--- src/rtl/npc_mem_pkg.sv ---
// npc_mem_pkg: shared types and defaults for the IFU/LSU memory arbiter.
//   state_t : arbiter FSM states (IDLE, REQ, WAIT)
//   gnt_t   : requester identity (GNT_IFU, GNT_LSU)
//   DEF_*   : default address/data widths and IFU read byte mask
package npc_mem_pkg;

    typedef enum logic [1:0] {IDLE, REQ, WAIT} state_t;
    typedef enum logic {GNT_IFU, GNT_LSU} gnt_t;

    localparam int         DEF_ADDR_W   = 32;
    localparam int         DEF_DATA_W   = 32;
    localparam logic [7:0] DEF_IFU_MASK = 8'h0F;

endpackage

--- src/rtl/rr_arb2.sv ---
// rr_arb2: combinational two-way round-robin picker.
//   ifu_valid, lsu_valid : request valids
//   last_gnt             : requester granted most recently
//   gnt                  : one-hot grant, bit 0 = IFU, bit 1 = LSU
//   any                  : at least one requester is valid
module rr_arb2
    import npc_mem_pkg::*;
(
    input  logic       ifu_valid,
    input  logic       lsu_valid,
    input  gnt_t       last_gnt,
    output logic [1:0] gnt,
    output logic       any
);

    // On a tie the requester that did not win last time goes first.
    assign gnt[0] = ifu_valid && (!lsu_valid || last_gnt == GNT_LSU);
    assign gnt[1] = lsu_valid && (!ifu_valid || last_gnt == GNT_IFU);
    assign any    = ifu_valid || lsu_valid;

endmodule

--- src/rtl/mem_arbiter.sv ---
// mem_arbiter: shares one memory port between the IFU and LSU, one
// transaction at a time, round-robin on ties.
//   clk, rst (async, active-low)
//   ifu_*  : IFU read request / ready handshake and rvalid/rdata response
//   lsu_*  : LSU load/store request / ready handshake and rvalid/rdata response
//   mem_*  : downstream request (registered fields) and response
module mem_arbiter
    import npc_mem_pkg::*;
#(
    parameter int         ADDR_W   = DEF_ADDR_W,
    parameter int         DATA_W   = DEF_DATA_W,
    parameter logic [7:0] IFU_MASK = DEF_IFU_MASK
) (
    input  logic              clk,
    input  logic              rst,
    input  logic              ifu_req_valid,
    output logic              ifu_req_ready,
    input  logic [ADDR_W-1:0] ifu_addr,
    output logic              ifu_rvalid,
    output logic [DATA_W-1:0] ifu_rdata,
    input  logic              lsu_req_valid,
    output logic              lsu_req_ready,
    input  logic              lsu_we,
    input  logic [ADDR_W-1:0] lsu_addr,
    input  logic [DATA_W-1:0] lsu_wdata,
    input  logic [7:0]        lsu_mask,
    output logic              lsu_rvalid,
    output logic [DATA_W-1:0] lsu_rdata,
    output logic              mem_req_valid,
    input  logic              mem_req_ready,
    output logic              mem_we,
    output logic [ADDR_W-1:0] mem_addr,
    output logic [DATA_W-1:0] mem_wdata,
    output logic [7:0]        mem_mask,
    input  logic              mem_rvalid,
    input  logic [DATA_W-1:0] mem_rdata
);

    state_t     state, state_n;
    gnt_t       last_gnt, owner;
    logic [1:0] gnt;
    logic       any;
    logic       resp;

    rr_arb2 u_arb (
        .ifu_valid (ifu_req_valid),
        .lsu_valid (lsu_req_valid),
        .last_gnt  (last_gnt),
        .gnt       (gnt),
        .any       (any)
    );

    always_comb begin
        state_n       = state;
        ifu_req_ready = 1'b0;
        lsu_req_ready = 1'b0;
        resp          = 1'b0;
        case (state)
            IDLE: begin
                ifu_req_ready = gnt[0];
                lsu_req_ready = gnt[1];
                state_n       = any ? REQ : IDLE;
            end
            REQ:  state_n = mem_req_ready ? WAIT : REQ;
            WAIT: begin
                resp    = mem_rvalid;
                state_n = mem_rvalid ? IDLE : WAIT;
            end
            default: state_n = IDLE;
        endcase
    end

    always_ff @(posedge clk or negedge rst) begin
        if (!rst) begin
            state         <= IDLE;
            last_gnt      <= GNT_LSU;
            owner         <= GNT_IFU;
            mem_req_valid <= 1'b0;
            mem_we        <= 1'b0;
            mem_addr      <= '0;
            mem_wdata     <= '0;
            mem_mask      <= '0;
            ifu_rvalid    <= 1'b0;
            lsu_rvalid    <= 1'b0;
            ifu_rdata     <= '0;
            lsu_rdata     <= '0;
        end else begin
            state         <= state_n;
            mem_req_valid <= (state_n == REQ);
            ifu_rvalid    <= resp && owner == GNT_IFU;
            lsu_rvalid    <= resp && owner == GNT_LSU;
            if (state == IDLE && any) begin
                owner     <= gnt[0] ? GNT_IFU : GNT_LSU;
                last_gnt  <= gnt[0] ? GNT_IFU : GNT_LSU;
                mem_addr  <= gnt[0] ? ifu_addr : lsu_addr;
                mem_we    <= gnt[0] ? 1'b0 : lsu_we;
                mem_wdata <= gnt[0] ? '0 : lsu_wdata;
                mem_mask  <= gnt[0] ? IFU_MASK : lsu_mask;
            end
            if (resp && owner == GNT_IFU)
                ifu_rdata <= mem_rdata;
            if (resp && owner == GNT_LSU)
                lsu_rdata <= mem_rdata;
        end
    end

endmodule

--- config.mk ---
export PLATFORM = sky130hd
export DESIGN_NAME = mem_arbiter
export DESIGN_NICKNAME = d
export VERILOG_FILES = /design/src/rtl/npc_mem_pkg.sv /design/src/rtl/rr_arb2.sv /design/src/rtl/mem_arbiter.sv
export SDC_FILE = /design/constraint.sdc
export NUM_CORES = 1
export LEC_CHECK = 0
export ABC_AREA = 1
export BUFFER_PORTS_ARGS = -buffer_cell sky130_fd_sc_hd__clkbuf_2
export CAP_MARGIN = 25
export CELL_PAD_IN_SITES_DETAIL_PLACEMENT = 0
export CELL_PAD_IN_SITES_GLOBAL_PLACEMENT = 2
export CORE_MARGIN = 1
export CORE_UTILIZATION = 26
export DETAILED_ROUTE_END_ITERATION = 10
export PLACE_DENSITY = 0.91
export SETUP_SLACK_MARGIN = 0.2
export SLEW_MARGIN = 20
export SYNTH_ARGS = -nofsm -noshare
export SYNTH_HDL_FRONTEND = slang
export SYNTH_SLANG_ARGS = --single-unit
--- constraint.sdc ---
create_clock -name clk -period 2 [get_ports clk]
set_clock_uncertainty 0.05 [all_clocks]
set_input_delay 0.5 -clock clk [delete_from_list [all_inputs] [get_ports clk]]
set_output_delay 0.5 -clock clk [all_outputs]
set_load 0.1 [all_outputs]
==> results_dict.tcl, run 1 <==
set metrics [dict create \
    detail-route-antenna-nets 0 \
    syn2layout_area_growth_pct 44.8 \
    arrival_ns 1.51 \
    finalHoldViolations 0 \
    pin_count 285 \
    ys_seq_elements 144 \
    tns_ns -0.0879 \
    grt-ovfl-total 0 \
    start_util 0.265 \
    dp_hpwl_um 13300 \
    synth_area_leaders "dfrtp_1 (58%), nand2_1 (13%), nand3_1 (11%)" \
    place_ws_ns 0.195 \
    final_cell_mix "nand2_1 (213), clkbuf_2 (144), dfrtp_1 (143), nand3_1 (134), clkbuf_4 (114)" \
    setup_slack_ns -0.0619 \
    vias 5705 \
    crit_type "reg2out" \
    grt_pass1_vias 5567 \
    fmax_ghz 0.485 \
    grt_use_total 0.157 \
    hold_class "in2reg" \
    grt_max_degree 66 \
    cts_tree "built" \
    cts-root-buf "clkbuf_16" \
    r2r_cells 7 \
    numCtsBuffers 17 \
    vias_per_cell 4.26 \
    tightestPinTransition_ns 0.575 \
    grt_pass1_wl_um 29600 \
    violations "setup timing" \
    std_cell_rows 56 \
    wirelength_um 18900 \
    clkTransAtPathRegs_ns 0.06 \
    cap_violations 0 \
    period_needed_ns 2.06 \
    status "finished with violations" \
    first_iter_violations 314 \
    final_common_cell "nand2_1" \
    placed_area_sq_um 8040 \
    portBuffers 284 \
    final_nets 1150 \
    fp.dieW_um 157 \
    seq_area_frac_synth 0.580 \
    finalInstanceArea_sq_um 9000 \
    drive_gt1_frac 0.347 \
    dieArea_sq_um 24500 \
    rsz0062_at_grt "yes" \
    dr.pass1.iters 4 \
    syn_area_per_cell_sq_um 8.56 \
    hold_depth 3 \
    globalplace.congestion 0.795 \
    core_sq_um 23500 \
    die_h_um 157 \
    wl_per_cell_um 14.1 \
    worstSkewPairLatency_ns 0.41 \
    startpoint_type "flop" \
    synth.distinct_cells 17 \
    htreeDepth 4 \
    cts_num_sinks 144 \
    finalSetupViolCount 2 \
    yosysTopAreaCell "dfrtp_1" \
    cts_buffer_depth 2 \
    worstPathRequired_ns 1.45 \
    worst_setup_path_end_kind "output port" \
    slew_violations 0 \
    netlist_area_sq_um 6210 \
    antenna_found_initial 1 \
    netlist.area_leader.share 0.576 \
    crit_fanout 3 \
    syn_inst 726 \
    yosysWarningCount 0 \
    slew_headroom 0.618 \
    fin_crit_sh 1.03 \
    syn_nets 869 \
    route.detailed.drc 0 \
]
-- through the flow --
| step | hold slack, ns | cells | utilization |
|---|---|---|---|
| 2_1_floorplan | 0.154 | 726 | - |
| 3_3_place_gp | 0.398 | 1302 | 0.343 |
| 3_5_place_dp | 0.398 | 1302 | 0.343 |
| 4_1_cts | 0.223 | 1336 | 0.383 |
| 5_1_grt | 0.237 | 1338 | 0.383 |
| 6_report | 0.249 | 1338 | 0.383 |
-- registers in the layout, summed over array words and instances, names as in the netlist, 2 cells and up --
register	cells
ifu_rdata	32
lsu_rdata	32
mem_addr	32
mem_wdata	32
mem_mask	8
state	2
-- cell type report --
type,instances,area [sq um]
fill,2482,14500
multi-input combinational,430,1950
inverter,105,398
antenna,1,2.50
clock buffer,19,453
timing repair buffer,309,2040
clock inverter,11,151
tap,319,399
sequential,144,3600
-- critical path, cell delays in order (launching register included) --
cell and delay, ns:
dfstp_2 0.54, inv_2 0.05, nand2_4 0.09, nand2_8 0.06, nand2_4 0.08, clkinvlp_4 0.10, buf_12 0.18
-- cells in the mapped netlist, drive strengths merged --
cell type and number:
nand2 217, dfstp 1, buf 40, nand3 136, clkbuf 7, dfrtp 143, o31ai 3, inv 105
o21ai 70, nor2 4
-- final timing paths --
path	from	slack, ns	end
max	last_gnt$_DFFE_PN1P_	-0.06	lsu_req_ready
min in group asynchronous	rst	0.50	mem_wdata[0]$_DFFE_PN0P_
min reg2reg	mem_wdata[0]$_DFFE_PN0P_	0.43	mem_wdata[0]$_DFFE_PN0P_
max in group asynchronous	rst	0.81	last_gnt$_DFFE_PN1P_
min	lsu_wdata[15]	0.25	mem_wdata[15]$_DFFE_PN0P_
max reg2reg	state[0]$_DFF_PN0_	0.34	mem_wdata[14]$_DFFE_PN0P_
-- layer usage --
metal / global-route usage / part of all wire
met1: 0.189 / 0.42
met2: 0.264 / 0.50
met3: 0.0468 / 0.062
met4: 0.0570 / 0.020
met5: 0 / 0
-- kinds of logic after synthesis --
family,after synthesis,synth area share
AOI/OAI and AO/OA,73,0.0600
buffers and inverters,152,0.115
and+or+nand+nor,357,0.245
DFF,144,0.580
-- what timing repair did --
| item | 4_1_cts | 5_1_grt |
|---|---|---|
| resized for setup | 118 | 24 |
| setup endpoints to repair | 116 | 39 |
| endpoints found under the hold margin | 31 | 0 |
| pin swaps | 3 | 1 |
| hold buffers | 1 | 0 |
| buffers inserted | 3 | 1 |
Power of run 1 is not shown: default switching activity piles up to over one toggle a cycle in this logic, so the estimate is an artifact.
==> run 2: changes to the inputs <==
- CORE_ASPECT_RATIO: unset -> 1.25
==> run 2 against run 1 <==
  * The flow still finishes with violations (setup timing)
  * Flip-flop and latch count unchanged
  * Worst hold slack better by 0.0031 ns
  * Core utilization about the same
  * Register-to-register slack worse by 0.04 ns
  * Critical endpoint unchanged
  * Largest cell class unchanged
  * Highest routed layer unchanged
==> results_dict.tcl, run 2 (synthesized netlist as in run 1, its figures left out) <==
set metrics [dict create \
    violations "setup timing" \
    std_cell_rows 62 \
    fp.dieW_um 140 \
    crit_start "last_gnt$_DFFE_PN1P_" \
    core_sq_um 23200 \
    final_common_cell "nand2_1" \
    cts_num_sinks 144 \
    dieArea_sq_um 24500 \
    rsz0062_at_grt "yes" \
    worstPathRequired_ns 1.45 \
    pin_count 285 \
    placed_cells 1270 \
    route.detailed.drc 0 \
    reg2reg_to "mem_addr[5]$_DFFE_PN0P_" \
    dp_hpwl_um 13000 \
    vias_per_cell 4.38 \
    n_antenna_cell 0 \
    tns_ns -0.138 \
    slew_violations 0 \
    crit_end "lsu_req_ready" \
    cts-root-buf "clkbuf_16" \
    fmax_ghz 0.482 \
    wirelength_um 19000 \
    drive_gt1_frac 0.347 \
    setup_slack_ns -0.0760 \
    worst_setup_path_end_kind "output port" \
    grt-ovfl-total 0 \
    grt_pass1_wl_um 30300 \
    arrival_ns 1.53 \
    finalSetupViolCount 2 \
    syn2layout_area_growth_pct 43.1 \
    period_needed_ns 2.08 \
    final_cell_mix "nand2_1 (213), clkbuf_2 (149), dfrtp_1 (143), nand3_1 (134), inv_1 (100)" \
    globalplace.congestion 0.768 \
    die_h_um 175 \
    cap_violations 0 \
    place_ws_ns 0.170 \
    startpoint_type "flop" \
    r2r_setup_slack_ns 0.30 \
    slew_headroom 0.625 \
    final_nets 1149 \
    start_util 0.268 \
    clkTransAtPathRegs_ns 0.07 \
    dr.pass1.iters 5 \
    timing.rr.start "state[1]$_DFF_PN0_" \
    crit_type "reg2out" \
    numCtsBuffers 17 \
    wl_per_cell_um 14.5 \
    crit_fanout 3 \
    antenna_found_initial 0 \
    grt_use_total 0.158 \
    hold_depth 3 \
    hold_class "in2reg" \
    instances_no_fill 1307 \
    detail-route-antenna-nets 0 \
    grt_pass1_vias 5684 \
    cts_buffer_depth 2 \
    first_iter_violations 225 \
    status "finished with violations" \
    cts_tree "built" \
    vias 5726 \
    finalHoldViolations 0 \
    grt_max_degree 66 \
    tightestPinTransition_ns 0.564 \
    worstSkewPairLatency_ns 0.41 \
    htreeDepth 4 \
    fin_crit_sh 1.04 \
    portBuffers 284 \
    r2r_cells 9 \
]
run 2: cell count changes in the layout (fill, tap and decap cells not counted), sizes merged:
cell	previous run	this run
inv	109	111
diode	1	0
bufinv	3	0
buf	50	64
clkbuf	277	262
clkinvlp	2	5
run 2: how the worst min path moves through the flow:
stage | startpoint | end | slack, ns
floorplan | rst | ifu_rdata[0]$_DFFE_PN0P_ | 0.15
global placement | rst | ifu_rdata[14]$_DFFE_PN0P_ | 0.40
detailed placement | rst | ifu_rdata[14]$_DFFE_PN0P_ | 0.40
CTS | lsu_wdata[10] | mem_wdata[10]$_DFFE_PN0P_ | 0.23
global route | lsu_wdata[10] | mem_wdata[10]$_DFFE_PN0P_ | 0.23
finish | lsu_wdata[10] | mem_wdata[10]$_DFFE_PN0P_ | 0.25
run 2: final cells by class:
class / count / area (sq um)
Clock inverter: 13 / 124
Fill cell: 2426 / 14300
Sequential cell: 144 / 3600
Tap cell: 288 / 360
Inverter: 105 / 398
Clock buffer: 19 / 443
Timing Repair Buffer: 308 / 2000
Multi-Input combinational cell: 430 / 1960
run 2: per-stage QoR:
step / hold slack (ns) / utilization / instance area, sq um
finish: 0.252 / 0.383 / 8890
detailed placement: 0.396 / 0.345 / 8000
global placement: 0.396 / 0.345 / 8000
floorplan: 0.154 / - / 6260
global route: 0.232 / 0.383 / 8890
CTS: 0.227 / 0.382 / 8860
run 2: repair_timing:
item / 4_1_cts / 5_1_grt
setup endpoints to repair: 93 / 108
pin swaps: 2 / 0
buffers inserted: 3 / 0
hold buffers: 1 / 0
gates resized for setup: 99 / 42
hold endpoints to repair: 33 / 0
cloned: 0 / 1
run 2: worst max-delay path, stage by stage, from the launching register on:
cell and delay (ns):
dfstp_2 0.55, inv_2 0.05, nand2_4 0.09, nand2_8 0.08, nand2_4 0.09, clkinvlp_4 0.09
buf_12 0.17
run 2: per-layer routing:
layer	track usage	wire, um	vias up	share of wire
met2	0.261	9080	205	0.48
met3	0.0474	1240	25	0.065
met4	0.0572	455	0	0.024
met1	0.194	8180	2665	0.43
met5	0	0	-	0
li1	-	-	2831	-
Power of run 2 is left out for the same reason.
